==> src/rtl/kasumi_mem_pkg.sv <==
// Shared encodings for the unified instruction/data memory arbiter.
package kasumi_mem_pkg;
  typedef enum logic [1:0] {
    IDLE  = 2'd0,
    GRANT = 2'd1,
    WAIT  = 2'd2,
    RESP  = 2'd3
  } arb_state_e;

  localparam logic OWNER_I = 1'b0;
  localparam logic OWNER_D = 1'b1;

  localparam logic [31:0] TOHOST_ADDR_DEF = 32'h0000_1000;
endpackage

==> src/rtl/mem_arbiter_if.sv <==
// Fetch, data and backing-memory signal bundle; slave is the arbiter's view.
interface mem_arbiter_if #(
  parameter int ADDR_W = 32,
  parameter int DATA_W = 32
);
  localparam int BE_W = DATA_W / 8;

  logic              i_req;
  logic [ADDR_W-1:0] i_addr;
  logic              i_ready;
  logic [DATA_W-1:0] i_rdata;

  logic              d_req;
  logic              d_we;
  logic [ADDR_W-1:0] d_addr;
  logic [DATA_W-1:0] d_wdata;
  logic [BE_W-1:0]   d_be;
  logic              d_ready;
  logic [DATA_W-1:0] d_rdata;

  logic              mem_en;
  logic              mem_we;
  logic [ADDR_W-1:0] mem_addr;
  logic [DATA_W-1:0] mem_wdata;
  logic [BE_W-1:0]   mem_be;
  logic [DATA_W-1:0] mem_rdata;

  modport slave (
    input  i_req, i_addr,
    output i_ready, i_rdata,
    input  d_req, d_we, d_addr, d_wdata, d_be,
    output d_ready, d_rdata,
    output mem_en, mem_we, mem_addr, mem_wdata, mem_be,
    input  mem_rdata
  );

  modport master (
    output i_req, i_addr,
    input  i_ready, i_rdata,
    output d_req, d_we, d_addr, d_wdata, d_be,
    input  d_ready, d_rdata,
    input  mem_en, mem_we, mem_addr, mem_wdata, mem_be,
    output mem_rdata
  );
endinterface

==> src/rtl/arb_starve_ctr.sv <==
// Saturating count of data grants taken while a fetch is waiting.
module arb_starve_ctr #(
  parameter int STARVE_MAX = 4
) (
  input  logic clk,
  input  logic rst,
  input  logic inc,
  input  logic clr,
  output logic at_max
);
  localparam int CW = $clog2(STARVE_MAX + 2);

  logic [CW-1:0] cnt;

  assign at_max = (cnt == CW'(STARVE_MAX));

  always_ff @(posedge clk or posedge rst) begin
    if (rst)                cnt <= '0;
    else if (clr)           cnt <= '0;
    else if (inc && !at_max) cnt <= cnt + 1'b1;
  end
endmodule

==> src/rtl/mem_arbiter.sv <==
// Single-port arbiter sharing one backing memory between fetch and data ports,
// with a sticky snoop on stores to the tohost word.
module mem_arbiter
  import kasumi_mem_pkg::*;
#(
  parameter int              ADDR_W      = 32,
  parameter int              DATA_W      = 32,
  parameter int              MEM_LAT     = 1,
  parameter int              STARVE_MAX  = 4,
  parameter logic [ADDR_W-1:0] TOHOST_ADDR = ADDR_W'(TOHOST_ADDR_DEF)
) (
  input  logic       clk,
  input  logic       rst,
  mem_arbiter_if.slave bus,
  output logic       stall_if,
  output logic       stall_mem,
  output logic       tohost_valid,
  output logic [7:0] tohost_data
);
  localparam int         BE_W     = DATA_W / 8;
  localparam logic [3:0] LAT_LAST = 4'(MEM_LAT - 1);

  arb_state_e        state, state_d;
  logic              owner;
  logic [3:0]        lat_cnt;
  logic              cmd_we;
  logic [ADDR_W-1:0] cmd_addr;
  logic [DATA_W-1:0] cmd_wdata;
  logic [BE_W-1:0]   cmd_be;
  logic [DATA_W-1:0] i_rdata_q, d_rdata_q;
  logic              grant_d, grant_i, at_max, lat_done;

  arb_starve_ctr #(.STARVE_MAX(STARVE_MAX)) u_starve (
    .clk    (clk),
    .rst    (rst),
    .inc    (grant_d && bus.i_req),
    .clr    (grant_i || !bus.i_req),
    .at_max (at_max)
  );

  assign lat_done = (state == WAIT) && (lat_cnt == LAT_LAST);

  // Data has priority unless the fetch port has waited out its starvation budget.
  always_comb begin
    state_d = state;
    grant_d = 1'b0;
    grant_i = 1'b0;
    case (state)
      IDLE: begin
        if (bus.d_req && !(at_max && bus.i_req)) begin
          grant_d = 1'b1;
          state_d = GRANT;
        end else if (bus.i_req) begin
          grant_i = 1'b1;
          state_d = GRANT;
        end
      end
      GRANT:   state_d = WAIT;
      WAIT:    if (lat_done) state_d = RESP;
      RESP:    state_d = IDLE;
      default: state_d = IDLE;
    endcase
  end

  always_ff @(posedge clk or posedge rst) begin
    if (rst) begin
      state        <= IDLE;
      owner        <= OWNER_I;
      lat_cnt      <= '0;
      cmd_we       <= 1'b0;
      cmd_addr     <= '0;
      cmd_wdata    <= '0;
      cmd_be       <= '0;
      i_rdata_q    <= '0;
      d_rdata_q    <= '0;
      tohost_valid <= 1'b0;
      tohost_data  <= '0;
    end else begin
      state <= state_d;
      if (grant_d) begin
        owner     <= OWNER_D;
        cmd_we    <= bus.d_we;
        cmd_addr  <= bus.d_addr;
        cmd_wdata <= bus.d_wdata;
        cmd_be    <= bus.d_be;
      end else if (grant_i) begin
        owner     <= OWNER_I;
        cmd_we    <= 1'b0;
        cmd_addr  <= bus.i_addr;
        cmd_wdata <= '0;
        cmd_be    <= '0;
      end
      if (state == WAIT) lat_cnt <= lat_done ? 4'd0 : lat_cnt + 4'd1;
      // Read data is taken on entry to RESP so it is already valid with the ready pulse.
      if (lat_done && !cmd_we) begin
        if (owner == OWNER_I) i_rdata_q <= bus.mem_rdata;
        else                  d_rdata_q <= bus.mem_rdata;
      end
      if (state == RESP && owner == OWNER_D && cmd_we && cmd_addr == TOHOST_ADDR &&
          cmd_be[0] && !tohost_valid) begin
        tohost_valid <= 1'b1;
        tohost_data  <= cmd_wdata[7:0];
      end
    end
  end

  assign bus.mem_en    = (state == GRANT);
  assign bus.mem_we    = (state == GRANT) && cmd_we;
  assign bus.mem_addr  = cmd_addr;
  assign bus.mem_wdata = cmd_wdata;
  assign bus.mem_be    = cmd_be;

  assign bus.i_ready = (state == RESP) && (owner == OWNER_I);
  assign bus.d_ready = (state == RESP) && (owner == OWNER_D);
  assign bus.i_rdata = i_rdata_q;
  assign bus.d_rdata = d_rdata_q;

  assign stall_if  = bus.i_req && !rst && !bus.i_ready;
  assign stall_mem = bus.d_req && !rst && !bus.d_ready;
endmodule

==> src/flat_wrapper.sv <==
// flat-port wrapper written by rule: the top's interface ports become plain ports
module mem_arbiter_flat import kasumi_mem_pkg::*;
#(
  parameter int              ADDR_W      = 32,
  parameter int              DATA_W      = 32,
  parameter int              MEM_LAT     = 1,
  parameter int              STARVE_MAX  = 4,
  parameter logic [ADDR_W-1:0] TOHOST_ADDR = ADDR_W'(TOHOST_ADDR_DEF)
)
  (clk, rst, stall_if, stall_mem, tohost_valid, tohost_data, bus_i_req, bus_i_addr, bus_i_ready, bus_i_rdata, bus_d_req, bus_d_we, bus_d_addr, bus_d_wdata, bus_d_be, bus_d_ready, bus_d_rdata, bus_mem_en, bus_mem_we, bus_mem_addr, bus_mem_wdata, bus_mem_be, bus_mem_rdata);
  mem_arbiter_if #(.ADDR_W(ADDR_W), .DATA_W(DATA_W)) bus_i ();
  input  logic clk;
  input  logic rst;
  output logic stall_if;
  output logic stall_mem;
  output logic tohost_valid;
  output logic [7:0] tohost_data;
  input wire logic [$bits(bus_i.i_req)-1:0] bus_i_req;
  input wire logic [$bits(bus_i.i_addr)-1:0] bus_i_addr;
  output wire logic [$bits(bus_i.i_ready)-1:0] bus_i_ready;
  output wire logic [$bits(bus_i.i_rdata)-1:0] bus_i_rdata;
  input wire logic [$bits(bus_i.d_req)-1:0] bus_d_req;
  input wire logic [$bits(bus_i.d_we)-1:0] bus_d_we;
  input wire logic [$bits(bus_i.d_addr)-1:0] bus_d_addr;
  input wire logic [$bits(bus_i.d_wdata)-1:0] bus_d_wdata;
  input wire logic [$bits(bus_i.d_be)-1:0] bus_d_be;
  output wire logic [$bits(bus_i.d_ready)-1:0] bus_d_ready;
  output wire logic [$bits(bus_i.d_rdata)-1:0] bus_d_rdata;
  output wire logic [$bits(bus_i.mem_en)-1:0] bus_mem_en;
  output wire logic [$bits(bus_i.mem_we)-1:0] bus_mem_we;
  output wire logic [$bits(bus_i.mem_addr)-1:0] bus_mem_addr;
  output wire logic [$bits(bus_i.mem_wdata)-1:0] bus_mem_wdata;
  output wire logic [$bits(bus_i.mem_be)-1:0] bus_mem_be;
  input wire logic [$bits(bus_i.mem_rdata)-1:0] bus_mem_rdata;
  assign bus_i.i_req = bus_i_req;
  assign bus_i.i_addr = bus_i_addr;
  assign bus_i_ready = bus_i.i_ready;
  assign bus_i_rdata = bus_i.i_rdata;
  assign bus_i.d_req = bus_d_req;
  assign bus_i.d_we = bus_d_we;
  assign bus_i.d_addr = bus_d_addr;
  assign bus_i.d_wdata = bus_d_wdata;
  assign bus_i.d_be = bus_d_be;
  assign bus_d_ready = bus_i.d_ready;
  assign bus_d_rdata = bus_i.d_rdata;
  assign bus_mem_en = bus_i.mem_en;
  assign bus_mem_we = bus_i.mem_we;
  assign bus_mem_addr = bus_i.mem_addr;
  assign bus_mem_wdata = bus_i.mem_wdata;
  assign bus_mem_be = bus_i.mem_be;
  assign bus_i.mem_rdata = bus_mem_rdata;
  mem_arbiter #(.ADDR_W(ADDR_W), .DATA_W(DATA_W), .MEM_LAT(MEM_LAT), .STARVE_MAX(STARVE_MAX), .TOHOST_ADDR(TOHOST_ADDR)) u_core (.clk(clk), .rst(rst), .bus(bus_i), .stall_if(stall_if), .stall_mem(stall_mem), .tohost_valid(tohost_valid), .tohost_data(tohost_data));
endmodule
==> config.mk <==
export PLATFORM = sky130hd
export DESIGN_NAME = mem_arbiter_flat
export DESIGN_NICKNAME = d
export VERILOG_FILES = /design/src/rtl/kasumi_mem_pkg.sv /design/src/rtl/mem_arbiter_if.sv /design/src/rtl/arb_starve_ctr.sv /design/src/rtl/mem_arbiter.sv /design/src/flat_wrapper.sv
export SDC_FILE = /design/constraint.sdc
export NUM_CORES = 1
export LEC_CHECK = 0
export ABC_AREA = 1
export CORE_AREA = 2 2 127 129
export DETAILED_ROUTE_END_ITERATION = 12
export DIE_AREA = 0 0 129 131
export PLACE_DENSITY_LB_ADDON = 0.12
export REMOVE_ABC_BUFFERS = 1
export SLEW_MARGIN = 15
export SYNTH_ARGS = -nofsm -noshare
export SYNTH_HDL_FRONTEND = slang
export SYNTH_SLANG_ARGS = --single-unit
==> constraint.sdc <==
create_clock -name clk -period 11.5 [get_ports clk]
set_clock_uncertainty 0.05 [all_clocks]
set_input_delay 1.725 -clock clk [delete_from_list [all_inputs] [get_ports clk]]
set_output_delay 1.725 -clock clk [all_outputs]
set_load 0.01 [all_outputs]
**Yosys cells after proc, flatten, opt, wreduce, memory -nomap -nowiden**

Cells that the tools add are included.

- $add $sub $neg: 2
- Equal/unequal tests: 7
- Mux-type cells: 21
- Bitwise gates (word level): 1
- Reductions and logical operators: 33

Operators by type and width:

| kind | count |
|---|---|
| 32-bit two-way mux | 4 |
| 32-bit by 13-bit == test with 1-bit output, second input constant | 1 |
| 1-bit logical AND | 17 |
| 4-bit two-way mux | 3 |
| 1-bit logical NOT | 8 |
| 1-bit two-way mux | 8 |
| 2-bit one-hot mux with 4 select lines | 1 |
| 2-bit two-way mux | 3 |
| 3-bit two-way mux | 2 |
| 2-bit AND reduction | 3 |
| 4-bit by 1-bit adder with 4-bit output, second input constant | 1 |
| 2-bit == test, second input constant | 2 |
| 4-bit logical NOT | 1 |
| 2-bit nonzero test | 2 |
| 3-bit by 1-bit adder with 3-bit output, second input constant | 1 |
| 3-bit == test, second input constant | 1 |
| 3-bit by 2-bit inequality test with 1-bit output, second input constant | 1 |
| 2-bit by 1-bit == test with 1-bit output, second input constant | 1 |
| 2-bit logical NOT | 1 |
| 2-bit by 1-bit inequality test with 1-bit output, second input constant | 1 |
| 1-bit logical OR | 1 |
| 1-bit inverter | 1 |

- Register bits: 152
- Bits of input ports: 137
- Word-level logic and storage cells: 76

**Depth between registers and ports, before layout**

- Word-level depth: 10
- Mapped depth: 11
- Gate-level depth less buffers: 9

**Cells and area by module**

A second synthesis with hierarchy kept.

- Cell total of the unflattened synthesis: 794
- Area total of the unflattened synthesis: 6922.9 um^2

Modules (own cells, without submodules):

| module | instances | cells an instance | area each (um^2) | seq. area each (um^2) |
|---|---|---|---|---|
| mem_arbiter | 1 | 768 | 6734.0 | 3728.6 |
| arb_starve_ctr | 1 | 26 | 188.9 | 75.1 |

**Worst setup path before layout**

OpenSTA, ideal clock, no wires.

- Path kind: input port to output port
- Start point: in rst
- End point: out stall_mem
- Arrival time: 5.274 ns
- Data required time: 9.725 ns
- Path slack: 4.451 ns
- Cell stages on the path: 3
- Cell sequence: inv_1 > nand2_1 > nor2_1

- Longest elaborated chain between the ends: 3

Ends and longest elaborated chain:

| element | line | RTL |
|---|---|---|
| start, declared | flat_wrapper.sv:13 | `input logic rst;` |
| 1-bit logical NOT (no line) | n/a |  |
| 1-bit logical AND (2 in series) | mem_arbiter.sv:119 | `assign stall_mem = bus.d_req && !rst && !bus.d_ready;` |
| end, declared | flat_wrapper.sv:15 | `output logic stall_mem;` |

No other way between the ends.

**Worst setup path after layout**

Same ends and word-level chain as after synthesis.

==> summary.md <==
| Metric | Value |
|---|---|
| GP Congestion | 0.775 |
| Hold WC Path Type | reg2reg |
| Wirelength per Cell | 14.0 um |
| Root buf cell | clkbuf_16 |
| Cts bufs inserted | 17 |
| Layout Nets | 1129 |
| Initial antenna violation count | 0 |
| Final core utilization | between 60% and 70% |
| Final Setup Violations | 0 |
| Synth area leader | dfrtp_1 |
| Syn. warnings | 0 |
| Sequential fraction of the synthesis area | 61.2% |
| Layout cells sized above 1 | 4.61% |
| Slew HR | 30.9% |
| Syn Std Cell Area | 0.00621 mm^2 |
| CTS Hold Bufs | 0 |
| Post-CTS sizing | 0 |
| Reg2Reg Setup Slack | 9160 ps |
| Crit start category | primary input |
| Crit path capture type | primary output |
| Maximum fanout along the worst path | 99 |
| Maximum clock path buffer count | 2 |
| ANT cells | 0 |
| Post-DP HPWL | 11800 um |
| Largest family of logic cells by synthesized area | simple AND/OR/NAND/NOR gates |
| CTS tree | done |
| Mux cell area share after synthesis | 0% |
| Pin count of the biggest net entering global routing | 100 |
| DR vias | 5472 |
| Reg clk slew, reported paths | 60 ps |
| Setup Total Neg Slack | 0 ps |
| Vias per cell | 4.51 |
| IO Pins | roughly 280 |
| Measured slew at the worst slew-check pin | 1030 ps |
| Core area | between 0.015 and 0.02 mm^2 |
| Hold Vio Cnt, Final | 0 |
| Period utilisation layout | 46.8% |
| Vias in the first global route | 5188 |
| Fillers | 1374 |
| GRT overflow | 0 |
| P per Cell Area | 262 mW/mm^2 |
| RSZ-0062 raised after global routing | false |
| Top cells by area, synth | dfrtp_1 (61%), nand2_1 (18%), o21ai_0 (5.5%), nand3_1 (3.7%), inv_1 (3.1%) |
| Status | finished clean |
| FP Rows | 46 |
| Die Y | around 130 um |
| # port buffers | 283 |
| Synth top area share | 61.2% |
| Worst EP arrival | 3610 ps |
| Iteration-0 DRC Markers | approximately 320 |
| Most frequent cell after synthesis | nand2_1 |
| Number of max-cap violations | 0 |
| Die area | 0.0169 mm^2 |
| List of most frequent post-synthesis cells | nand2_1 (306), dfrtp_1 (152), o21ai_0 (68) |
| Critical path class | in2out |
| Adder-cell share of the synthesized area | 1.61% |
| # DRC | 0 |
| Final min period | 5390 ps |
| H-tree depth | 4 |
| Critical Path RT | 9730 ps |
| DR pass1 iterations | 7 |
| Async set-reset flop share out of synthesis | 100% |
| Post-synthesis simple-gate area fraction | 25.5% |
| Final Slew Violations | 0 |
| Distinct cells, synth | 21 |
| Fmax | approximately 190 MHz |
| XOR/XNOR Fraction of Synth Area | 0.282% |
| Main flop type after synthesis | dfrtp_1 |
| Synth Area in Compound Gates | 5.94% |
| Worst vdd ir | 0.114 mV |
| Static leakage | about 0.0047 uW |
| DRT antenna net count | 0 |
| First-pass GRT wire length | around 26000 um |
| Post-CTS setup repair buffer count | 0 |
| Area Growth Syn to Fin | 58.8% |
| Clock Latency Late Sink | 430 ps |
| Average cell area after synthesis | 8.77 um^2 |
| Num Clock Sinks | 152 |
| Cells after Synth | about 700 |
| Initial core utilization | about two fifths |
| Synth Register Bits | approximately 150 |
| Total design power | 2590 uW |
| GRT Resource Usage Total | approximately a fifth |
| Die X | 129 um |
| Final Routed Wirelength | 16900 um |
| Number of synthesized flops with an enable pin | 0 |
## kinds of logic (layout without fill, tap and decap cells)
group	Yosys count	after routing
compound gates	73	73
xor+xnor	2	2
fa+ha+maj	8	8
buf+inv	82	371
flops	152	152
simple gates	391	391
## flip-flops by register name (all words and copies together), names as in the netlist
signal / cells
u_core.lat_cnt: 4
u_core.tohost_data: 8
u_core.bus.mem_be: 4
u_core.u_starve.cnt: 3
u_core.state: 2
u_core.tohost_valid: 1
u_core.bus.d_rdata: 32
u_core.cmd_we: 1
u_core.owner: 1
u_core.bus.mem_addr: 32
u_core.bus.i_rdata: 32
u_core.bus.mem_wdata: 32
## per-layer routing
layer  share of wire (%)  vias to the layer above  track usage [%]
met2                  46                      224             32.3
met5                   0                        -                0
met1                  42                     2458             24.7
met4                 2.2                        0             7.74
li1                    -                     2764                -
met3                 9.3                       26             8.02
## power breakdown
part | internal (uW) | switching (uW)
registers | 769 | 145
logic | 555 | 499
clock network | 394 | 226
## per-stage QoR
stage          setup WS, ps  area [um^2]  std cells  hold WS (ps)
2_1_floorplan          4450         6070        679           392
3_3_place_gp           6000         9210       1181           403
3_5_place_dp           6000         9210       1181           408
4_1_cts                6000         9870       1213           422
5_1_grt                5830         9870       1213           442
6_report               6110         9870       1213           419
## cells in the final DEF, fill, tap and decap left out, drive strengths merged
| cell | n |
|---|---|
| nor2 | 29 |
| clkinv | 3 |
| a21boi | 1 |
| bufinv | 5 |
| nand2 | 310 |
| ha | 8 |
| buf | 3 |
| inv | 56 |
| xor2 | 2 |
| nand4 | 3 |
| nand3 | 46 |
| clkdlybuf4s50 | 283 |
| clkinvlp | 2 |
| clkbuf | 19 |
| o22ai | 1 |
| o21ai | 68 |
| dfrtp | 152 |
| nor3 | 3 |
| a21oi | 3 |
## worst max-delay path, cell delays in order
cell and delay, ps:
clkdlybuf4s50_1 480, inv_6 640, nand2_1 100, nor2_1 130, clkdlybuf4s50_1 540
## path summary, 6_finish.rpt
| path | startpoint | to | cells after the start |
|---|---|---|---|
| min in group asynchronous | rst | u_core.bus.mem_wdata[7] | 2 |
| worst min-delay path | u_core.bus.mem_wdata[21] | u_core.bus.mem_wdata[21] | 2 |
| worst min register to register | u_core.bus.mem_wdata[21] | u_core.bus.mem_wdata[21] | 2 |
| worst max register to register | u_core.state[0] | u_core.bus.i_rdata[28] | 6 |
| max in group asynchronous | rst | u_core.bus.mem_wdata[26] | 3 |
| worst max-delay path | rst | stall_mem | 5 |
## area by class of cell
class / count / area [um^2] / area share, %
Sequential cell: 152 / 3800 / 38.6
Timing Repair Buffer: 286 / 2860 / 28.9
Multi-Input combinational cell: 474 / 2070 / 21.0
Clock buffer: 19 / 443 / 4.49
Tap cell: 216 / 270 / 2.74
Clock inverter: 13 / 218 / 2.21
Inverter: 53 / 204 / 2.07
No activity file was read; power rests on OpenSTA's default activity.
